## src/rtl/x1_video_timing.sv

```systemverilog
// x1_video_timing: raster timing and test-pattern generator for the SharpX1 core.
// Emits a one-clk pixel enable, H/V blank and sync, pixel counters, a frame
// start pulse and per-channel RGB. Geometry (pal, scandouble, pattern) is
// latched at each frame boundary; tint applies at the next pixel.
// Optional feature macro: X1_VTG_LFSR_EN (16-bit LFSR noise for pattern 3).
// Without it, pattern 3 is solid white in the active area.
module x1_video_timing #(
    parameter int COLOR_W     = 8,
    parameter int CE_DIV      = 4,
    parameter int H_ACTIVE    = 320,
    parameter int H_FP        = 40,
    parameter int H_SYNC      = 48,
    parameter int H_BP        = 104,
    parameter int V_ACTIVE    = 240,
    parameter int V_NTSC_FP   = 3,
    parameter int V_NTSC_SYNC = 3,
    parameter int V_NTSC_BP   = 16,
    parameter int V_PAL_FP    = 27,
    parameter int V_PAL_SYNC  = 3,
    parameter int V_PAL_BP    = 42
) (
    input  logic               clk,
    input  logic               reset_n,
    input  logic               pal,
    input  logic               scandouble,
    input  logic [1:0]         pattern,
    input  logic [2:0]         tint,
    output logic               ce_pix,
    output logic               hblank,
    output logic               hsync,
    output logic               vblank,
    output logic               vsync,
    output logic [9:0]         hcount,
    output logic [9:0]         vcount,
    output logic               frame_start,
    output logic [COLOR_W-1:0] r,
    output logic [COLOR_W-1:0] g,
    output logic [COLOR_W-1:0] b
);

    localparam int H_TOTAL      = H_ACTIVE + H_FP + H_SYNC + H_BP;
    localparam int V_NTSC_TOTAL = V_ACTIVE + V_NTSC_FP + V_NTSC_SYNC + V_NTSC_BP;
    localparam int V_PAL_TOTAL  = V_ACTIVE + V_PAL_FP + V_PAL_SYNC + V_PAL_BP;
    localparam int BAR_W        = H_ACTIVE / 8;
    localparam int DW           = (CE_DIV > 2) ? $clog2(CE_DIV) : 1;

    localparam logic [DW-1:0] DIV_FULL = DW'(CE_DIV - 1);
    localparam logic [DW-1:0] DIV_HALF = DW'(CE_DIV / 2 - 1);

    // Bounds are 11 bits wide so a 1024-wide raster still compares correctly.
    localparam logic [10:0] H_ACT_L   = 11'(H_ACTIVE);
    localparam logic [10:0] HS_LO     = 11'(H_ACTIVE + H_FP);
    localparam logic [10:0] HS_HI     = 11'(H_ACTIVE + H_FP + H_SYNC);
    localparam logic [9:0]  H_LAST    = 10'(H_TOTAL - 1);
    localparam logic [10:0] V_ACT_L   = 11'(V_ACTIVE);
    localparam logic [10:0] VN_VS_LO  = 11'(V_ACTIVE + V_NTSC_FP);
    localparam logic [10:0] VN_VS_HI  = 11'(V_ACTIVE + V_NTSC_FP + V_NTSC_SYNC);
    localparam logic [10:0] VP_VS_LO  = 11'(V_ACTIVE + V_PAL_FP);
    localparam logic [10:0] VP_VS_HI  = 11'(V_ACTIVE + V_PAL_FP + V_PAL_SYNC);
    localparam logic [9:0]  VN_LAST   = 10'(V_NTSC_TOTAL - 1);
    localparam logic [9:0]  VP_LAST   = 10'(V_PAL_TOTAL - 1);

    // Reject parameter sets the 10-bit counters cannot represent.
    if (H_TOTAL > 1024) begin : g_h_total_err
        $error("x1_video_timing: H_TOTAL exceeds 1024");
    end
    if (V_NTSC_TOTAL > 1024 || V_PAL_TOTAL > 1024) begin : g_v_total_err
        $error("x1_video_timing: V_TOTAL exceeds 1024");
    end
    if (CE_DIV < 2 || (CE_DIV % 2) != 0) begin : g_ce_div_err
        $error("x1_video_timing: CE_DIV must be even and >= 2");
    end

    logic [DW-1:0]      div_q, div_d;
    logic               ce_pix_q, ce_pix_d;
    logic [9:0]         hc_q, hc_d;
    logic [9:0]         vc_q, vc_d;
    logic               rep_q, rep_d;
    logic               pal_q, pal_d;
    logic               sd_q, sd_d;
    logic [1:0]         pat_q, pat_d;
    logic [9:0]         hcount_q, hcount_d;
    logic [9:0]         vcount_q, vcount_d;
    logic               hblank_q, hblank_d;
    logic               hsync_q, hsync_d;
    logic               vblank_q, vblank_d;
    logic               vsync_q, vsync_d;
    logic               frame_start_q, frame_start_d;
    logic [COLOR_W-1:0] r_q, r_d;
    logic [COLOR_W-1:0] g_q, g_d;
    logic [COLOR_W-1:0] b_q, b_d;
`ifdef X1_VTG_LFSR_EN
    logic [15:0]        lfsr_q, lfsr_d;
`endif

    logic               tick;
    logic [10:0]        hc_x, vc_x;
    logic [9:0]         vtot_last;
    logic               hb, hs, vb, vs, active;
    logic [2:0]         bar_k;
    logic [COLOR_W-1:0] pix_r, pix_g, pix_b;

    // Raster decode of the pixel the counters currently point at.
    always_comb begin
        hc_x      = {1'b0, hc_q};
        vc_x      = {1'b0, vc_q};
        vtot_last = pal_q ? VP_LAST : VN_LAST;
        hb        = hc_x >= H_ACT_L;
        hs        = (hc_x >= HS_LO) && (hc_x < HS_HI);
        vb        = vc_x >= V_ACT_L;
        if (pal_q) begin
            vs = (vc_x >= VP_VS_LO) && (vc_x < VP_VS_HI);
        end else begin
            vs = (vc_x >= VN_VS_LO) && (vc_x < VN_VS_HI);
        end
        active = !hb && !vb;
    end

    // Colour-bar index from a ladder of comparators (no divider).
    always_comb begin
        bar_k = 3'd0;
        for (int i = 1; i < 8; i++) begin
            if (hc_x >= 11'(i * BAR_W)) begin
                bar_k = 3'(i);
            end
        end
    end

    // Pattern selection, then blanking and tint gating.
    always_comb begin
        pix_r = '0;
        pix_g = '0;
        pix_b = '0;
        case (pat_q)
            2'd0: begin
                pix_r = COLOR_W'(hc_q);
                pix_g = COLOR_W'(hc_q);
                pix_b = COLOR_W'(hc_q);
            end
            2'd1: begin
                pix_g = {COLOR_W{~bar_k[2]}};
                pix_r = {COLOR_W{~bar_k[1]}};
                pix_b = {COLOR_W{~bar_k[0]}};
            end
            2'd2: begin
                pix_r = {COLOR_W{hc_q[3] ^ vc_q[3]}};
                pix_g = {COLOR_W{hc_q[3] ^ vc_q[3]}};
                pix_b = {COLOR_W{hc_q[3] ^ vc_q[3]}};
            end
            default: begin
`ifdef X1_VTG_LFSR_EN
                pix_r = COLOR_W'(lfsr_q);
                pix_g = COLOR_W'(lfsr_q);
                pix_b = COLOR_W'(lfsr_q);
`else
                pix_r = '1;
                pix_g = '1;
                pix_b = '1;
`endif
            end
        endcase
        if (!active || !tint[2]) pix_r = '0;
        if (!active || !tint[1]) pix_g = '0;
        if (!active || !tint[0]) pix_b = '0;
    end

    // Divider, counter advance, frame-boundary relatch and output capture.
    always_comb begin
        div_d         = div_q + 1'b1;
        ce_pix_d      = 1'b0;
        hc_d          = hc_q;
        vc_d          = vc_q;
        rep_d         = rep_q;
        pal_d         = pal_q;
        sd_d          = sd_q;
        pat_d         = pat_q;
        hcount_d      = hcount_q;
        vcount_d      = vcount_q;
        hblank_d      = hblank_q;
        hsync_d       = hsync_q;
        vblank_d      = vblank_q;
        vsync_d       = vsync_q;
        frame_start_d = frame_start_q;
        r_d           = r_q;
        g_d           = g_q;
        b_d           = b_q;
`ifdef X1_VTG_LFSR_EN
        lfsr_d        = lfsr_q;
`endif
        tick          = (div_q == (sd_q ? DIV_HALF : DIV_FULL));

        if (tick) begin
            div_d         = '0;
            ce_pix_d      = 1'b1;
            hcount_d      = hc_q;
            vcount_d      = vc_q;
            hblank_d      = hb;
            hsync_d       = hs;
            vblank_d      = vb;
            vsync_d       = vs;
            frame_start_d = (hc_q == 10'd0) && (vc_q == 10'd0) && !rep_q;
            r_d           = pix_r;
            g_d           = pix_g;
            b_d           = pix_b;
`ifdef X1_VTG_LFSR_EN
            if (active) begin
                lfsr_d = {lfsr_q[14:0], lfsr_q[15] ^ lfsr_q[13] ^ lfsr_q[12] ^ lfsr_q[10]};
            end
`endif
            if (hc_q == H_LAST) begin
                hc_d = 10'd0;
                if (sd_q && !rep_q) begin
                    // Scandoubled: replay the same source line once more.
                    rep_d = 1'b1;
                end else begin
                    rep_d = 1'b0;
                    if (vc_q == vtot_last) begin
                        // Frame boundary: next frame's geometry is fixed here.
                        vc_d  = 10'd0;
                        pal_d = pal;
                        sd_d  = scandouble;
                        pat_d = pattern;
                    end else begin
                        vc_d = vc_q + 10'd1;
                    end
                end
            end else begin
                hc_d = hc_q + 10'd1;
            end
        end
    end

    // State register; mode registers track their inputs while in reset.
    always_ff @(posedge clk) begin
        if (!reset_n) begin
            div_q         <= '0;
            ce_pix_q      <= 1'b0;
            hc_q          <= 10'd0;
            vc_q          <= 10'd0;
            rep_q         <= 1'b0;
            pal_q         <= pal;
            sd_q          <= scandouble;
            pat_q         <= pattern;
            hcount_q      <= 10'd0;
            vcount_q      <= 10'd0;
            hblank_q      <= 1'b1;
            hsync_q       <= 1'b0;
            vblank_q      <= 1'b1;
            vsync_q       <= 1'b0;
            frame_start_q <= 1'b0;
            r_q           <= '0;
            g_q           <= '0;
            b_q           <= '0;
`ifdef X1_VTG_LFSR_EN
            lfsr_q        <= 16'hACE1;
`endif
        end else begin
            div_q         <= div_d;
            ce_pix_q      <= ce_pix_d;
            hc_q          <= hc_d;
            vc_q          <= vc_d;
            rep_q         <= rep_d;
            pal_q         <= pal_d;
            sd_q          <= sd_d;
            pat_q         <= pat_d;
            hcount_q      <= hcount_d;
            vcount_q      <= vcount_d;
            hblank_q      <= hblank_d;
            hsync_q       <= hsync_d;
            vblank_q      <= vblank_d;
            vsync_q       <= vsync_d;
            frame_start_q <= frame_start_d;
            r_q           <= r_d;
            g_q           <= g_d;
            b_q           <= b_d;
`ifdef X1_VTG_LFSR_EN
            lfsr_q        <= lfsr_d;
`endif
        end
    end

    assign ce_pix      = ce_pix_q;
    assign hblank      = hblank_q;
    assign hsync       = hsync_q;
    assign vblank      = vblank_q;
    assign vsync       = vsync_q;
    assign hcount      = hcount_q;
    assign vcount      = vcount_q;
    assign frame_start = frame_start_q;
    assign r           = r_q;
    assign g           = g_q;
    assign b           = b_q;

endmodule

```

## config.mk

```make
export PLATFORM = sky130hd
export DESIGN_NAME = x1_video_timing
export DESIGN_NICKNAME = d
export VERILOG_FILES = /design/src/rtl/x1_video_timing.sv
export SDC_FILE = /design/constraint.sdc
export NUM_CORES = 1
export LEC_CHECK = 0
export ABC_CLOCK_PERIOD_IN_PS = 2700
export CAP_MARGIN = 40
export CORE_ASPECT_RATIO = 1.2
export CORE_MARGIN = 2
export CORE_UTILIZATION = 52
export CTS_CLUSTER_DIAMETER = 40
export DETAILED_ROUTE_END_ITERATION = 10
export PLACE_DENSITY = 0.87
export SYNTH_ARGS = -nofsm -noshare
export SYNTH_HDL_FRONTEND = slang
export SYNTH_SLANG_ARGS = --single-unit
```

## constraint.sdc

```tcl
create_clock -name clk -period 2.7 [get_ports clk]
set_clock_uncertainty 0.05 [all_clocks]
set_input_delay 0.54 -clock clk [delete_from_list [all_inputs] [get_ports clk]]
set_output_delay 0.54 -clock clk [all_outputs]
set_load 0.01 [all_outputs]
```

==> summary.txt <==
Status
  – Status: finished clean

Routing
  – Via count: 3173
  – DRC Markers: 0
  – Initial DRC count: 217
  – Vias per cell: a little under 6
  – Drt pass-1 iters: 4
  – Antenna-violating nets left: 0
  – Final WL: 8.66 mm
  – DR WL/cell: 15.8 microns

Clocking
  – CTS Buffer Depth: 2
  – CTS Root Cell: clkbuf_8
  – Clk slew on worst S/H paths: 90 ps
  – TritonCTS Buffers: 9
  – H-tree Lvls: 3
  – Sink Count: 77
  – Hold Buf Count CTS: 0
  – CTS tree: yes
  – Later-pin clock latency in the skew report: about 370 ps
  – PostCTS Resize Cnt: 0
  – Post-CTS setup buffers: 0

Global routing
  – Largest net degree at the start of global routing: 30
  – Initial antenna violation count: 0
  – Met2 usage: 44.3%
  – First-pass GRT wire length: 14.2 mm
  – Met1 usage: 28.0%
  – Vias in the first global route: 3018
  – Total gr overflow: 0
  – Met3 Use GR: 4.39%
  – GRT Total Usage: between 20% and 30%
  – Global route hottest layer: met2

Place
  – PortBufs: 58
  – DPL Wire Length: 6.18 mm
  – Pre-CTS setup slack: 283 ps
  – RD Place Congestion: slightly above 0.9
  – Placed cell areas: 4060 sq um
  – Dpl cells: about 530

Floorplan
  – Die area: 7240 sq um
  – Die height: roughly 93 microns
  – CORE AREA: 6410 sq um
  – Initial core utilization: between 50% and 60%
  – Die width: 78.0 microns
  – I/O pin count: between 50 and 60
  – Row Count: 32

Logic synthesis
  – Synthesized area: 3420 sq um
  – Synth Area per Inst: 8.31 sq um
  – Ys async rst share: 0%
  – Syn_nets: 424
  – Synthesized instance count: 411
  – EDFF count, synth: 4
  – Dominant cells by area after synthesis: dfxtp_1, nand2_1, a21oi_1
  – Yosys reg bits: 77
  – Yosys top cell area share: 42.8%
  – Distinct cells, synth: 47
  – Area leader, netlist: dfxtp_1
  – Register area share after synthesis: 46.3%
  – Synth Flop Type: dfxtp_1
  – Yosys Warn Count: 0

STA
  – Final Max Tran Viols: 0
  – Worst hold margin: 407 ps
  – Max Freq: between 400 and 500 MHz
  – Final setup fails: 0
  – Setup TNS Final: 0 ps
  – Worst Slack Setup Final: 296 ps
  – Worst rel slew slack: between 40% and 50%
  – Final Critical Period: about 2400 ps
  – Tcrit/Tclk final: 89.0%
  – Worst-margin pin slew: 842 ps
  – Final Hold Fails: 0
  – RSZ-0062 raised after global routing: false

Finish
  – Share of cells above drive strength 1: 6.90%
  – Final std cells w/o fill: 549
  – Filler Cells Inserted: 534
  – Design Area, Final: approximately 4300 sq um
  – Reg area: 1580 sq um
  – Area of the multi-input gates: approximately 1700 sq um
  – Area grow syn2layout: 25.6%
  – Final Util: around two thirds
  – Fin nets: 472
  – Ant diodes: 0

Power and ir drop
  – Max VDD drop: around 0.43 mV
  – Power per cell area: 555 nW/um^2
  – Leakage power total: 1.57 nW
  – Total power: 2.38 mW

Worst setup path
  – Data required time at the worst endpoint: 2650 ps
  – Setup crit end kind: flop
  – Crit path largest cell delay: around 490 ps
  – Crit Path Class: flop to flop
  – Data arrival time of the critical path: 2360 ps
  – Cell with the largest stage delay on the worst path: o21ai_0
  – Critical Path Source Type: flop
  – Cell Chain, Critical Path: ha_1 > nand3_1 > nor4_4 > nand2_2 > o21ai_0
  – CP Max Fanout: 16

Min path
  – Hold crit path type: flop to flop

Flow run
  – MaxCap Viol Count: 0
## flip-flops by register name (all words and copies together) (netlist names)
register and cells:
hc_q 10, hcount 10, vc_q 10, vcount 10, b 8, g 8
r 8, div_q 2, pat_q 2, ce_pix 1, frame_start 1, hblank 1
hsync 1, pal_q 1, rep_q 1, sd_q 1, vblank 1, vsync 1
## synthesized netlist by cell type (all sizes together) (2+ instances only)
cell type  instances
nor4b              2
o21a               2
nor2b              3
dfxtp             73
a21oi             38
nand3              8
nor4               4
inv                7
edfxtp             4
and4               5
buf                6
clkbuf            26
o31ai              3
and2               6
ha                 4
nand2             91
nor2              23
nor3               4
and3               2
xnor2              8
xor2               6
nor3b              2
a31oi              9
nand2b             4
o211ai            10
o21ai             13
o41ai              3
or4                3
nand4              7
a22o              16
nand3b             7
## placed cells by master (no fill, tap or decap), types with 4 or more instances in the layout
master           synthesis  final
a22o_1                  16     16
ha_1                     4      4
nand4_1                  7      7
nand3b_1                 7      7
nand2_1                 90     90
clkbuf_8                 0      9
and2_1                   6      6
edfxtp_1                 4      4
and4_1                   5      5
xor2_1                   6      6
xnor2_1                  8      8
inv_1                    7      7
a21oi_1                 38     38
nor2_1                  23     23
dfxtp_1                 73     73
clkdlybuf4s50_1          0     58
o21ai_0                 13     13
nor3_1                   4      4
buf_4                    0     11
a31oi_1                  9      9
o211ai_1                10     10
nand2b_1                 4      4
nand3_1                  8      8
## power by group
part | switching (mW) | internal (mW)
Clock | 0.456 | 0.535
Sequential | 0.0205 | 1.17
Combinational | 0.115 | 0.0835
## routing by layer
layer  wire [microns]  vias to the layer above
met5                0                        -
met4              274                        0
met3              551                       23
met2             4370                      127
met1             3460                     1482
li1                 -                     1541
## layout make-up
class | count | share of cell area, %
multi-input combinational | 295 | 39.3
sequential | 77 | 36.9
timing repair buffer | 69 | 15.5
clock buffer | 9 | 2.89
tap | 85 | 2.48
clock inverter | 7 | 2.42
inverter | 7 | 0.613
## worst max-delay path: cells and delay by family, from the launching register on
kind                       cells  cell delay [ps]
DFF                            1              440
AOI/OAI and AO/OA              1              490
and+or+nand+nor                3              820
adders and majority gates      1              240
## cells by family after synthesis
logic type               Yosys count  synth area share (%)
AO/OA/AOI/OAI                    102                  19.2
buffers and inverters             39                  4.40
flip-flops                        77                  46.3
XOR/XNOR                          14                  3.59
AND/OR/NAND/NOR                  174                  24.7
adder cells (fa/ha/maj)            4                  1.47
multiplexers                       1                 0.293
## final timing paths
path | from | end | slack [ps] | cells after the start
worst max register to register | hc_q[1] | pat_q[1] | 300 | 5
worst max-delay path | hc_q[1] | pat_q[1] | 300 | 5
worst min-delay path | hcount[8] | hcount[8] | 410 | 2
worst min register to register | hcount[8] | hcount[8] | 410 | 2
No activity file was read; power rests on OpenSTA's default activity.
